`src/rtl/address_bus_low_pkg.sv`:
```
// Shared definitions for the 65C02 low address byte datapath.
// Operand select codes and op-field bit positions.
package address_bus_low_pkg;

  localparam int unsigned OP_A_HI = 4;
  localparam int unsigned OP_A_LO = 2;
  localparam int unsigned OP_B_HI = 1;
  localparam int unsigned OP_B_LO = 0;

  localparam logic [2:0] SRC_ABL  = 3'd0;
  localparam logic [2:0] SRC_PCL  = 3'd1;
  localparam logic [2:0] SRC_DB   = 3'd2;
  localparam logic [2:0] SRC_AHL  = 3'd3;
  localparam logic [2:0] SRC_REG  = 3'd4;
  localparam logic [2:0] SRC_ZERO = 3'd5;

  localparam logic [1:0] B_ZERO = 2'd0;
  localparam logic [1:0] B_REG  = 2'd1;
  localparam logic [1:0] B_DB   = 2'd2;
  localparam logic [1:0] B_AHL  = 2'd3;

endpackage

```
`src/rtl/address_bus_low_pc_byte.sv`:
```
// One program-counter byte: load/increment register with wrap carry.
// Shared with the high-byte block, which chains on co.
module pc_byte (
  input  logic       clk,
  input  logic       rst,
  input  logic       ld,
  input  logic       inc,
  input  logic [7:0] din,
  output logic [7:0] q,
  output logic       co
);

  logic [7:0] base;
  logic [8:0] sum;

  // With neither ld nor inc, base=q and inc=0, so the register holds.
  always_comb begin
    base = ld ? din : q;
    sum  = {1'b0, base} + {8'b0, inc};
  end

  assign co = sum[8];

  always_ff @(posedge clk or posedge rst) begin
    if (rst) q <= 8'h00;
    else     q <= sum[7:0];
  end

endmodule

```
`src/rtl/address_bus_low.sv`:
```
// 65C02 low address byte: operand muxes, 8-bit adder, ABL/AHL regs
// and the PCL byte.
module address_bus_low
  import address_bus_low_pkg::*;
(
  input  logic       clk,
  input  logic       RST,
  input  logic [4:0] op,
  input  logic       CI,
  output logic       CO,
  input  logic       ld_ahl,
  input  logic       ld_pc,
  input  logic       inc_pc,
  output logic       pcl_co,
  output logic [7:0] PCL,
  output logic [7:0] ADL,
  input  logic [7:0] DB,
  input  logic [7:0] REG
);

  logic [2:0] a_sel;
  logic [1:0] b_sel;
  logic [7:0] a_src;
  logic [7:0] b_src;
  logic [7:0] abl;
  logic [7:0] ahl;
  logic [8:0] sum;

  assign a_sel = op[OP_A_HI:OP_A_LO];
  assign b_sel = op[OP_B_HI:OP_B_LO];

  always_comb begin
    a_src = 8'h00;
    unique case (1'b1)
      (a_sel == SRC_ABL):  a_src = abl;
      (a_sel == SRC_PCL):  a_src = PCL;
      (a_sel == SRC_DB):   a_src = DB;
      (a_sel == SRC_AHL):  a_src = ahl;
      (a_sel == SRC_REG):  a_src = REG;
      (a_sel >= SRC_ZERO): a_src = 8'h00;
      default:             a_src = 8'h00;
    endcase
  end

  always_comb begin
    b_src = 8'h00;
    unique case (1'b1)
      (b_sel == B_ZERO): b_src = 8'h00;
      (b_sel == B_REG):  b_src = REG;
      (b_sel == B_DB):   b_src = DB;
      (b_sel == B_AHL):  b_src = ahl;
      default:           b_src = 8'h00;
    endcase
  end

  assign sum = {1'b0, a_src} + {1'b0, b_src} + {8'b0, CI};
  assign ADL = sum[7:0];
  assign CO  = sum[8];

  always_ff @(posedge clk or posedge RST) begin
    if (RST) begin
      abl <= 8'h00;
      ahl <= 8'h00;
    end else begin
      abl <= ADL;
      if (ld_ahl) ahl <= DB;
    end
  end

  pc_byte u_pcl (
    .clk (clk),
    .rst (RST),
    .ld  (ld_pc),
    .inc (inc_pc),
    .din (ADL),
    .q   (PCL),
    .co  (pcl_co)
  );

endmodule

```
`config.mk`:
```
export PLATFORM = sky130hd
export DESIGN_NAME = address_bus_low
export DESIGN_NICKNAME = d
export VERILOG_FILES = /design/src/rtl/address_bus_low_pkg.sv /design/src/rtl/address_bus_low_pc_byte.sv /design/src/rtl/address_bus_low.sv
export SDC_FILE = /design/constraint.sdc
export NUM_CORES = 1
export LEC_CHECK = 0
export BUFFER_PORTS_ARGS = -buffer_cell sky130_fd_sc_hd__buf_4
export CAP_MARGIN = 20
export CORE_UTILIZATION = 25
export DETAILED_ROUTE_END_ITERATION = 8
export GPL_TIMING_DRIVEN = 1
export HOLD_SLACK_MARGIN = 0.12
export MAX_ROUTING_LAYER = met4
export PLACE_DENSITY = 0.55
export SYNTH_ARGS = -nofsm -noshare
export SYNTH_HDL_FRONTEND = slang
export SYNTH_HIERARCHICAL = 1
export SYNTH_SLANG_ARGS = --single-unit
```
`constraint.sdc`:
```
create_clock -name clk -period 3.75 [get_ports clk]
set_clock_uncertainty 0.1 [all_clocks]
set_input_delay 0.375 -clock clk [delete_from_list [all_inputs] [get_ports clk]]
set_output_delay 0.375 -clock clk [all_outputs]
set_load 0.01 [all_outputs]
```
After elaboration in Yosys (flattened, before gate mapping)
Index checks and enable logic that the tools add are counted.
Storage, ports and cells
  register bits after elaboration: 24
  word-level logic and storage cells: 17
Operators by class
  $add $sub $neg: 3
  equal/unequal tests: 7
  mux-type cells: 3
  reductions and logical operators: 1
Operators with widths (count)
  case mux 8 bit (5 select lines): 1
  case mux 8 bit (3 select lines): 1
  adder 8 x 1 -> 9 bit: 1
  adder 8 x 8 -> 9 bit: 1
  adder 9 x 1 -> 9 bit: 1
  2-to-1 mux 8 bit: 1
  equality test 3 x 2 -> 1 bit, second input constant: 2
  equality test 2 bit, second input constant: 2
  equality test 3 x 1 -> 1 bit, second input constant: 1
  equality test 3 bit, second input constant: 1
  zero test 3 bit: 1
  equality test 2 x 1 -> 1 bit, second input constant: 1

Logic depth before layout (Yosys ltp)
  word-level depth: 6
  mapped depth: 17
  depth with buffers taken out: 16

Hierarchy
Netlist, hierarchy kept.
Modules (own cells, without submodules)
  address_bus_low: instances 1, cells an instance 132, area an instance 1338.8 µm²
  pc_byte: instances 1, cells an instance 41, area an instance 474.2 µm²

Least setup slack after synthesis
Ideal clock, no wire load.
  path type: input to output
  start: in op[2]
  end: out pcl_co
  data arrival time: 3135 ps
  required time: 3275 ps
  slack: 140 ps
  stages: 14
  cell sequence: buf_6 mux2_2 a22oi_1 o22ai_1 fa_1 inv_1 fa_1 nor2b_1 o21ai_1 a21oi_1 o31a_1 a21oi_1 mux2i_1 nor4_1
On the way
  cells in the longest elaborated chain, start to end: 6
  elaborated cells on any way between the ends: 10
  classes of those cells: add/sub (3); eq/ne (4); mux (2); reduce/logical (1)
Ends and longest elaborated chain
  start, declared: RTL line address_bus_low.sv:8  | input logic [4:0] op,
  equality test 3 bit, or another cell as far along: RTL line address_bus_low.sv:39  | (a_sel == SRC_REG): a_src = REG;
  case mux 8 bit (5 select lines) *: RTL line address_bus_low.sv:34  | unique case (1'b1)
  adder 8 x 8 -> 9 bit *: RTL line address_bus_low.sv:56  | assign sum = {1'b0, a_src} + {1'b0, b_src} + {8'b0, CI};
  adder 9 x 1 -> 9 bit *: RTL line address_bus_low.sv:56
  named net ADL[6]: RTL line address_bus_low.sv:16  | output logic [7:0] ADL,
  2-to-1 mux 8 bit *: RTL line address_bus_low_pc_byte.sv:18  | base = ld ? din : q;
  adder 8 x 1 -> 9 bit *: RTL line address_bus_low_pc_byte.sv:19  | sum = {1'b0, base} + {8'b0, inc};
  end, declared: RTL line address_bus_low.sv:14  | output logic pcl_co,
Mark *: on every way through the listed nets, which the timed path passes. The rest lies on a longest branch.

Worst setup path in the final report
  start: reg ahl[0]
  end: out pcl_co
On the way
  cells in the longest elaborated chain, start to end: 5
  elaborated cells on any way between the ends: 6
  classes of those cells: add/sub (3); mux (3)
Ends and longest elaborated chain
  start, declared: RTL line address_bus_low.sv:26  | logic [7:0] ahl;
  start signal, assigned: RTL line address_bus_low.sv:63  | ahl <= 8'h00;
  start signal, assigned: RTL line address_bus_low.sv:66  | if (ld_ahl) ahl <= DB;
  case mux 8 bit (5 select lines) or case mux 8 bit (3 select lines) (tied branches): RTL line address_bus_low.sv:34, address_bus_low.sv:47
  adder 8 x 8 -> 9 bit *: RTL line address_bus_low.sv:56
  adder 9 x 1 -> 9 bit *: RTL line address_bus_low.sv:56
  2-to-1 mux 8 bit *: RTL line address_bus_low_pc_byte.sv:18
  adder 8 x 1 -> 9 bit *: RTL line address_bus_low_pc_byte.sv:19
Every way passes the cells marked *; elsewhere a longest branch is shown, timed or not.

==> summary.md <==
| Metric | Value |
|---|---|
| Core Util, Final | `0.346` |
| H-tree levels | `1` |
| Netlist Area Pre-Place | `roughly 0.0018 mm²` |
| Final number of setup-violating endpoints | `0` |
| GPL Wtd Cong | `between 0.7 and 0.8` |
| Pin count of the biggest net entering global routing | `17` |
| Synth cell types | `40` |
| Clock buffer depth | `2` |
| CP bufs+invs | `3` |
| Antenna violations before repair | `0` |
| CP cell instances | `mux2_2, a22oi_1, o22ai_1, fa_1, inv_1, fa_2, inv_2, mux2_2, ha_2, o21ai_2, nor4_2, buf_4` |
| Nets | `266` |
| I/O Pins | `45` |
| Slowest CP cell | `fa_2` |
| # rows | `30` |
| Delay-heaviest family, CP | `adder cells` |
| Cell taking the most area after synthesis | `dfrtp_1` |
| DR vias | `1481` |
| Top-count cell post-synth | `mux2_2` |
| Fill count | `737` |
| Post-synth top area share | `0.331` |
| DIE WIDTH | `87.2 µm` |
| Lkg Pwr | `between 1 and 1.5 nW` |
| Critical Path Most Common Cell | `mux2_2` |
| Crit path max fanout | `4` |
| Layout cells sized above 1 | `0.487` |
| Register area share after synthesis | `0.331` |
| TritonCTS Sinks | `24` |
| PwrDens | `between 400 and 500 mW/mm²` |
| Status | `finished clean` |
| Initial Util | `0.263` |
| Area growth syn-to-layout | `31.9%` |
| CP Class | `flop to primary output` |
| DP Wirelength | `about 3800 µm` |
| Tcrit/Tclk final | `0.957` |
| Req. time, crit path | `3.27 ns` |
| PortBufs | `44` |
| CTS tree | `done` |
| VDD IR max | `between 0.2 and 0.25 mV` |
| Worst-Skew Late Latency | `0.27 ns` |
| Clk pin slew, worst setup/hold paths | `0.09 ns` |
| All-Layer GR Usage | `0.131` |
| Post-synth ARST share | `1.00` |
| Slew HR | `0.575` |
| Post-DRT Antenna Nets | `0` |
| Fin Hold WS | `0.228 ns` |
| Routed WL | `4600 µm` |
| Syn_nets | `around 210` |
| Synthesized flop and latch total | `24` |
| Max Cap Viol | `0` |
| First-pass GRT wire length | `~7400 µm` |
| Syn. warnings | `6` |
| Synth cell count leaders | `mux2_2, dfrtp_1, a22oi_1, nor2_1` |
| Data arrival time of the worst path | `3.11 ns` |
| Worst Tran Pin Value | `0.638 ns` |
| Drt first-iter violations | `76` |
| Core area | `0.00691 mm²` |
| Critical path launch point type | `flop` |
| Placed cell area | `0.00229 mm²` |
| Die Area | `0.00760 mm²` |
| Synth Area per Inst | `about 10 µm²` |
| Grt total ovfl | `0` |
| Crit path largest cell delay | `between 0.4 and 0.5 ns` |
| Vias per cell | `4.60` |
| TritonCTS Buffers | `3` |
| Residual DRC count | `0` |
| Fmax | `279 MHz` |
| Fin. Hold Viols | `0` |
| Prevailing post-synth register cell | `dfrtp_1` |
| Top post-synthesis cells by area | `dfrtp_1, mux2_2, a22oi_1` |
| Minimum clock period | `3.59 ns` |
| Slew Limit Fails | `0` |
| Post-synth EDFFs | `0` |
| CP endpoint kind | `primary output` |
| 1st-pass router iterations | `4` |
| Vias in the first global route | `1491` |
| Post-route cell area | `0.00239 mm²` |
| Root buffer cell | `clkbuf_8` |
| Routed WL per cell | `between 10 and 15 µm` |
| Worst Hold Class | `primary input to flop` |
| Post-Syn Instances | `between 150 and 200` |
| Die height | `87.2 µm` |
| Antenna diode count | `0` |
| Total Power | `1.18 mW` |
[routing by layer]
layer	wire, µm	global-route usage
met1	2180	0.177
met2	2190	0.204
met3	190	0.0218
met4	35	0.0313
met5	0	-
[cells in the final DEF (no fill, tap or decap), drive strengths merged, types with 3 or more instances in the layout]
cell / count
inv: 9
nand2: 3
o22ai: 7
and3: 3
mux2: 27
xnor2: 7
buf: 59
ha: 9
a22oi: 15
o21ai: 3
dfrtp: 24
a21oi: 8
nor2b: 4
a22o: 7
clkbuf: 3
mux2i: 5
nor2: 13
[kinds of logic (layout without fill, tap and decap cells)]
family,Yosys count,count (layout),share of synthesized area
adder cells (fa/ha/maj),11,11,0.0842
flip-flops,24,24,0.331
AO/OA/AOI/OAI,47,47,0.190
XOR/XNOR,9,9,0.0435
buffers and inverters,19,72,0.0566
multiplexers,32,32,0.195
AND/OR/NAND/NOR,31,31,0.0987
[power breakdown]
group          leakage (nW)  switching, mW  internal, mW  total (mW)
Combinational         0.743          0.279         0.328       0.607
Sequential            0.283         0.0737         0.344       0.418
Clock                0.0216         0.0850        0.0720       0.157
[metrics by stage]
step	TNS [ns]	setup WS [ns]	std cells
6_report	0	0.162	322
5_1_grt	-0.0681	-0.0681	322
4_1_cts	0	0.0380	320
3_5_place_dp	0	0.0916	316
3_3_place_gp	0	0.0790	316
2_1_floorplan	0	0.140	173
[sequential cells by signal (all words and copies together) (netlist names)]
register,flops
u_pcl/q,8
abl,8
ahl,8
[repair_timing]
item,in CTS,in global routing
gates resized for setup,0,10
buffers inserted,0,2
endpoints found under the setup margin,0,1
hold buffers,1,0
endpoints found under the hold margin,8,0
[path summary, 6_finish.rpt]
kind / startpoint / end / slack (ns) / depth (start not counted)
worst max-delay path: ahl[0]$_DFFE_PP0P_ / pcl_co / 0.16 / 12
worst max register to register: ahl[0]$_DFFE_PP0P_ / u_pcl/q[7]$_DFF_PP0_ / 0.72 / 15
worst min-delay path: inc_pc / u_pcl/q[0]$_DFF_PP0_ / 0.23 / 2
worst min register to register: ahl[3]$_DFFE_PP0P_ / ahl[3]$_DFFE_PP0P_ / 0.43 / 1
min in group asynchronous: RST / u_pcl/q[3]$_DFF_PP0_ / 0.52 / 3
max in group asynchronous: RST / ahl[3]$_DFFE_PP0P_ / 2.49 / 3
[final cells by class]
type | count | area [µm²] | area share
clock buffer | 3 | 41.3 | 0.0173
timing repair buffer | 60 | 453 | 0.189
sequential | 24 | 601 | 0.251
inverter | 9 | 33.8 | 0.0141
tap | 96 | 120 | 0.0502
multi-input combinational | 130 | 1140 | 0.478
[worst reg2reg max path, cell delays in order, from the launching register on]
cell and delay (ns):
dfrtp_1 0.39, mux2_2 0.26, a22oi_1 0.13, o22ai_1 0.12, fa_1 0.41, inv_1 0.09, fa_2 0.21, nor2b_1 0.06
o21ai_2 0.14, a21oi_2 0.09, o31a_1 0.24, a21oi_1 0.18, mux2i_2 0.14, a21oi_1 0.14, nand2_1 0.07, xor2_1 0.14
(Power assumes the default switching activity.)
